--- src/rtl/mem_arb_pkg.sv ---
// mem_arb_pkg: shared state, port-ID and access-size encodings for the memory port arbiter
package mem_arb_pkg;
  typedef enum logic [1:0] {IDLE, LOCK0, LOCK1} arb_state_t;
  localparam logic PORT_IF = 1'b0;
  localparam logic PORT_DATA = 1'b1;
  localparam logic [1:0] SZ_BYTE = 2'd0;
  localparam logic [1:0] SZ_HALF = 2'd1;
  localparam logic [1:0] SZ_WORD = 2'd2;
endpackage

--- src/rtl/mux2.sv ---
// mux2: generic 2-to-1 mux, b_i selected when sel_i is high
module mux2 #(
  parameter int W = 1
) (
  input  logic         sel_i,
  input  logic [W-1:0] a_i,
  input  logic [W-1:0] b_i,
  output logic [W-1:0] y_o
);
  assign y_o = sel_i ? b_i : a_i;
endmodule

--- src/rtl/mem_port_arbiter.sv ---
// mem_port_arbiter: shares one 1-cycle-latency memory port between fetch (port 0) and load/store (port 1)
module mem_port_arbiter
  import mem_arb_pkg::*;
#(
  parameter bit FAIR = 1'b1
) (
  input  logic        CLK,
  input  logic        RST_N,
  input  logic        REQ0_VALID,
  input  logic [31:0] REQ0_ADDR,
  input  logic        REQ0_WE,
  input  logic [31:0] REQ0_WDATA,
  input  logic [1:0]  REQ0_SIZE,
  output logic        REQ0_READY,
  input  logic        REQ1_VALID,
  input  logic [31:0] REQ1_ADDR,
  input  logic        REQ1_WE,
  input  logic [31:0] REQ1_WDATA,
  input  logic [1:0]  REQ1_SIZE,
  output logic        REQ1_READY,
  output logic        RSP0_VALID,
  output logic [31:0] RSP0_RDATA,
  output logic        RSP1_VALID,
  output logic [31:0] RSP1_RDATA,
  output logic        MEM_VALID,
  input  logic        MEM_READY,
  output logic [31:0] MEM_ADDR,
  output logic        MEM_WE,
  output logic [31:0] MEM_WDATA,
  output logic [1:0]  MEM_SIZE,
  input  logic [31:0] MEM_RDATA,
  output logic        SEL
);
  arb_state_t state_q, state_d;
  logic last_q, pend_v_q, pend_id_q;
  logic owner, mem_v, acc;
  logic [31:0] addr_m, wdata_m;
  logic we_m;
  logic [1:0] size_m;
  // a locked owner overrides arbitration; with no requester, SEL parks on last_gnt
  always_comb begin
    owner = state_q == LOCK0 ? PORT_IF :
            state_q == LOCK1 ? PORT_DATA :
            (REQ0_VALID & REQ1_VALID) ? (FAIR ? ~last_q : PORT_DATA) :
            REQ1_VALID ? PORT_DATA :
            REQ0_VALID ? PORT_IF : last_q;
    mem_v = RST_N & (owner ? REQ1_VALID : REQ0_VALID);
    acc = mem_v & MEM_READY;
    state_d = state_q == IDLE ? ((mem_v & ~MEM_READY) ? (owner ? LOCK1 : LOCK0) : IDLE) :
              (MEM_READY ? IDLE : state_q);
  end
  always_ff @(posedge CLK or negedge RST_N) begin
    if (!RST_N) begin
      state_q   <= IDLE;
      last_q    <= PORT_DATA;
      pend_v_q  <= 1'b0;
      pend_id_q <= PORT_IF;
    end else begin
      state_q   <= state_d;
      last_q    <= acc ? owner : last_q;
      pend_v_q  <= acc;
      pend_id_q <= owner;
    end
  end
  mux2 #(.W(32)) u_addr  (.sel_i(owner), .a_i(REQ0_ADDR),  .b_i(REQ1_ADDR),  .y_o(addr_m));
  mux2 #(.W(32)) u_wdata (.sel_i(owner), .a_i(REQ0_WDATA), .b_i(REQ1_WDATA), .y_o(wdata_m));
  mux2 #(.W(1))  u_we    (.sel_i(owner), .a_i(REQ0_WE),    .b_i(REQ1_WE),    .y_o(we_m));
  mux2 #(.W(2))  u_size  (.sel_i(owner), .a_i(REQ0_SIZE),  .b_i(REQ1_SIZE),  .y_o(size_m));
  assign SEL        = ~RST_N | owner;
  assign MEM_VALID  = mem_v;
  assign MEM_ADDR   = RST_N ? addr_m : '0;
  assign MEM_WDATA  = RST_N ? wdata_m : '0;
  assign MEM_WE     = RST_N & we_m;
  assign MEM_SIZE   = RST_N ? size_m : '0;
  assign REQ0_READY = acc & (owner == PORT_IF);
  assign REQ1_READY = acc & (owner == PORT_DATA);
  assign RSP0_VALID = pend_v_q & (pend_id_q == PORT_IF);
  assign RSP1_VALID = pend_v_q & (pend_id_q == PORT_DATA);
  assign RSP0_RDATA = RSP0_VALID ? MEM_RDATA : '0;
  assign RSP1_RDATA = RSP1_VALID ? MEM_RDATA : '0;
endmodule
--- config.mk ---
export PLATFORM = sky130hd
export DESIGN_NAME = mem_port_arbiter
export DESIGN_NICKNAME = d
export VERILOG_FILES = /design/src/rtl/mem_arb_pkg.sv /design/src/rtl/mux2.sv /design/src/rtl/mem_port_arbiter.sv
export SDC_FILE = /design/constraint.sdc
export NUM_CORES = 1
export LEC_CHECK = 0
export CAP_MARGIN = 20
export CORE_AREA = 2 2 118 120
export CTS_CLUSTER_DIAMETER = 40
export DETAILED_ROUTE_END_ITERATION = 8
export DIE_AREA = 0 0 120 122
export PLACE_DENSITY = 0.53
export SETUP_SLACK_MARGIN = 0.1
export SYNTH_ARGS = -nofsm -noshare
export SYNTH_HDL_FRONTEND = slang
export SYNTH_SLANG_ARGS = --single-unit
--- constraint.sdc ---
create_clock -name CLK -period 1.95 [get_ports CLK]
set_input_delay 0.195 -clock CLK [delete_from_list [all_inputs] [get_ports CLK]]
set_output_delay 0.195 -clock CLK [all_outputs]
set_load 0.01 [all_outputs]
After elaboration in Yosys (flattened, before gate mapping):

Cells that the tools add are included.
W data, S select, Z words.

* word-level logic and storage cells: 42
* register bits: 5
* output and inout port bits: 137
* input bits: 171

* bitwise operators: 15
* equality and inequality tests: 2
* mux-type cells: 19
* reductions and logical operators: 2

Operators by type and width (count)
* $mux W32: 6
* $mux W2: 6
* $and A1 B1 Y1: 9
* $mux W1: 7
* $not A1 Y1: 5
* $eq A2 B1 Y1 const B: 1
* $eq A2 B2 Y1 const B: 1
* $logic_not A2 Y1: 1
* $reduce_bool A2 Y1: 1
* $or A1 B1 Y1: 1

Longest topological paths before layout:

* depth after elaboration: 10
* depth in mapped cells: 6
* gate-level depth less buffers: 5

Modules after synthesis:

From an unflattened synthesis, not the netlist that was laid out.

* cells, all modules: 249
* area total of the unflattened synthesis: 2297.2 um^2

Modules (own cells, without submodules)
* mem_port_arbiter: times used 1, seq. area each 126.4 um^2, area each 1171.1 um^2, cells each 174
* mux2 at u_addr ...: times used 2, seq. area each 0.0 um^2, area each 544.3 um^2, cells each 36
* mux2 at u_size: times used 1, seq. area each 0.0 um^2, area each 22.5 um^2, cells each 2
* mux2 at u_we: times used 1, seq. area each 0.0 um^2, area each 15.0 um^2, cells each 1

Worst setup path after synthesis:

Ideal clock, no wire load.

* path kind: reg2out
* start: register last_q
* end: output MEM_ADDR[10]
* buffers on the path: 1
* arrival time: 1.351 ns
* stages on the path, launching flop included: 6
* data required time: 1.755 ns
* slack: 0.404 ns
* path through: dfstp_2 -> nand2b_1 -> nand3_1 -> nand2_2 -> buf_4 -> mux2i_1

* cells in the longest elaborated chain, start to end: 7
* elaborated cells between the ends (all ways): 8
* those cells by class: mux: 7; bitwise: 1

Ends and longest elaborated chain
* start, declared: RTL line mem_port_arbiter.sv:35 `logic last_q, pend_v_q, pend_id_q;`
* start signal, assigned: RTL line mem_port_arbiter.sv:60 `last_q <= acc ? owner : last_q;`
* $mux W1: RTL line mem_port_arbiter.sv:46 `REQ0_VALID ? PORT_IF : last_q;`
* $mux W1: RTL line mem_port_arbiter.sv:45 `REQ1_VALID ? PORT_DATA :`
* $mux W1 *: RTL line mem_port_arbiter.sv:44 `(REQ0_VALID & REQ1_VALID) ? (FAIR ? ~last_q : PORT_DATA) :`
* $mux W1 *: RTL line mem_port_arbiter.sv:43 `state_q == LOCK1 ? PORT_DATA :`
* $mux W1 *: RTL line mem_port_arbiter.sv:42 `owner = state_q == LOCK0 ? PORT_IF :`
* $mux W32 *: RTL line mux2.sv:10 `assign y_o = sel_i ? b_i : a_i;`
* $mux W32 *: RTL line mem_port_arbiter.sv:71 `assign MEM_ADDR = RST_N ? addr_m : '0;`
* end, declared: RTL line mem_port_arbiter.sv:27 `output logic [31:0] MEM_ADDR,`

Mark *: on every way between the ends. The rest lies on a longest branch, timed or not.

Worst setup path after layout:

* start: register last_q
* end: output MEM_ADDR[22]

Same word-level chain as after synthesis.

==> qor.yml <==
run_status:
  status: "finished with violations"
  violations: "negative setup slack"
timing:
  slew_headroom: 0.851
  finalSetupViolCount: 8
  setup_tns_ns: -0.156
  clock.fmax_ghz: 0.502
  hold_viol: 0
  period_needed_ns: 1.99
  fin_skew_ns: 0.00260
  drv_slew: 0
  fin_crit_sh: 1.02
  worst_pin_slew_ns: 0.222
  setup_ws_ns: -0.0409
  rsz0062_at_grt: "yes"
flow_run:
  cap_violations: 0
critical_path:
  crit_start: "last_q$_DFFE_PN1N_"
  crit_required_ns: 1.75
  critPathMaxStageDelay_ns: 0.54
  r2r_setup_slack_ns: 0.19
  crit_path_end_kind: "output pin"
  path_max_fanout: 7
  startpoint_type: "flip-flop"
  crit_slowest_cell: "dfstp_2"
  critical_path_class: "flip-flop to output pin"
  cp_cell_sequence: "nand2b_4 > nand3_4 > nand2_8 > buf_12 > buf_12 > mux2i_4 > buf_2"
  reg2reg_from: "last_q$_DFFE_PN1N_"
  timing.critical_path.mode_cell: "buf_12"
  cp.arrival_ns: 1.80
global_routing:
  gr-total-overflow: 0
  grt_max_degree: 43
  grt_pass1_vias: 3324
  track_usage: 0.147
  grt_pass1_wl_um: 17000
  antenna_found_initial: 0
route:
  vias_per_cell: 4.13
  antenna_left: 0
  firstDrtPassIters: 4
  drtIter0Drc: 78
  post_drt_wl_per_cell_um: 14.4
  num_vias: 3429
  wirelength_um: 11900
  drc: 0
logic_synthesis:
  synth-edff-count: 0
  synth_cells: 326
  synthArstFlopShare: 1.00
  ys_ff_latch: 5
  synth_nets: 497
  yosysUniqueCellTypes: 24
  synth_area_um2: 1990
  seq_area_frac_synth: 0.0634
  yosys_warnings: 0
  synth_area_per_cell_um2: 6.11
  synthFlopType: "dfrtp_1"
power:
  p_sw_frac: 0.381
  p_comb_frac: 0.868
  internal_power_uw: 2320
  seqPwrFrac: 0.043
  pwr_density_cell_nw_per_um2: 658
  p_sw_uw: 1430
  max-vdd-ir-drop_mv: 0.257
  p_clk_frac: 0.089
  p_leak_uw: 0.00298
clock_tree:
  tritoncts: "built"
  insertion_delay_ns: 0.23
  clock-sinks: 5
  clock_path_buffers: 2
  ctsHoldBuffers: 0
  clkTransAtPathRegs_ns: 0.03
  cts_root_buf: "clkbuf_16"
  cts_buffers: 3
  htreeDepth: 1
floorplan:
  start_util: 0.148
  fp.dieW_um: 120
  dieArea_um2: 14600
  die_h_um: 122
  ios: 308
  fp.coreArea_um2: 13500
  rows: 43
layout:
  drive_gt1_frac: 0.215
  fillers: 1391
  fin_area_um2: 5700
  fin_nets: 823
  n_antenna_cell: 0
  layout_commonest_cell: "clkdlybuf4s50_1"
  syn_to_final_growth_pct: 186
  layout_common_cells: "clkdlybuf4s50_1 (204), nand2_1 (136), buf_2 (64)"
place:
  globalplace.congestion: 0.778
  portBuffers: 307
  hpwl_um: 9320
  place_area_um2: 5390
worst_hold_path:
  worstHoldPathType: "primary input to asynchronous set/reset pin"
==> worst max-delay path: cells and delay by family, from the launching register on <==
family / cells / cell delay, ns
and+or+nand+nor: 3 / 0.37
muxes: 1 / 0.24
buffers and inverters: 3 / 0.42
DFF: 1 / 0.54
==> routing by layer <==
metal / up-vias / track usage / wire [um]
met5: - / 0 / 0
met4: 0 / 0.0294 / 101
met3: 4 / 0.0449 / 1160
met2: 176 / 0.298 / 6610
met1: 1528 / 0.145 / 4080
li1: 1721 / - / -
==> kinds of logic (layout without fill, tap and decap cells) <==
group,after synthesis,in the layout,synth area share
AND/OR/NAND/NOR,214,214,0.498
AO/OA/AOI/OAI,6,6,0.0182
multiplexers,68,68,0.342
flip-flops,5,5,0.0634
buffers and inverters,33,358,0.0785
==> Yosys cell counts, types with 2 or more instances <==
cell      count  area [um^2]
and2_1       35          219
clkbuf_1     21         78.8
and3_1       32          200
buf_4         6         45.0
a21oi_1       3         15.0
buf_2         2         10.0
nor2_1        3         11.3
dfrtp_1       4          100
nand2b_1      4         25.0
mux2i_1      67          671
nand2_1     136          510
==> area by class of cell <==
type	count	area (um^2)	share of cell area
Clock buffer	4	78.8	0.0138
Timing Repair Buffer	352	3380	0.594
Multi-Input combinational cell	288	1870	0.329
Inverter	2	10.0	0.00176
Tap cell	180	225	0.0395
Sequential cell	5	126	0.0222
==> sequential cells by signal, indices dropped and copies added (netlist names) <==
| register | cells |
|---|---|
| pend_v_q | 1 |
| last_q | 1 |
| state_q | 2 |
| pend_id_q | 1 |
==> stage by stage <==
stage	power [uW]	setup WS, ns	std cells	hold WS, ns	utilization
3_5_place_dp	2820	-0.369	805	0.543	0.399
2_1_floorplan	1350	0.404	326	-0.101	-
6_report	3750	-0.0409	831	0.287	0.422
4_1_cts	3570	-0.0422	824	0.307	0.409
5_1_grt	3960	-0.143	831	0.333	0.422
3_3_place_gp	2800	-0.420	805	0.536	0.399
==> power by group through the flow <==
stage               logic [uW]  clock network [uW]  registers (uW)
floorplan                 1190                   0             159
global placement          2650                   0             151
detailed placement        2670                   0             152
CTS                       3070                 339             160
global route              3450                 347             166
finish                    3260                 334             161
==> repair_timing <==
| item | 4_1_cts | 5_1_grt |
|---|---|---|
| buffers inserted | 9 | 5 |
| pin swaps | 2 | 1 |
| setup endpoints to repair | 104 | 92 |
| gates resized for setup | 353 | 18 |
| cloned | 6 | 2 |
==> worst paths after layout <==
| kind | cells past startpoint | endpoint |
|---|---|---|
| worst max-delay path | 7 | MEM_ADDR[22] |
| worst max register to register | 9 | last_q$_DFFE_PN1N_ |
| max in group asynchronous | 3 | last_q$_DFFE_PN1N_ |
| min in group CLK | 4 | pend_v_q$_DFF_PN0_ |
| worst min-delay path | 3 | state_q[1]$_DFFE_PN0P_ |
| worst min register to register | 2 | state_q[1]$_DFFE_PN0P_ |
(Power assumes the default switching activity.)
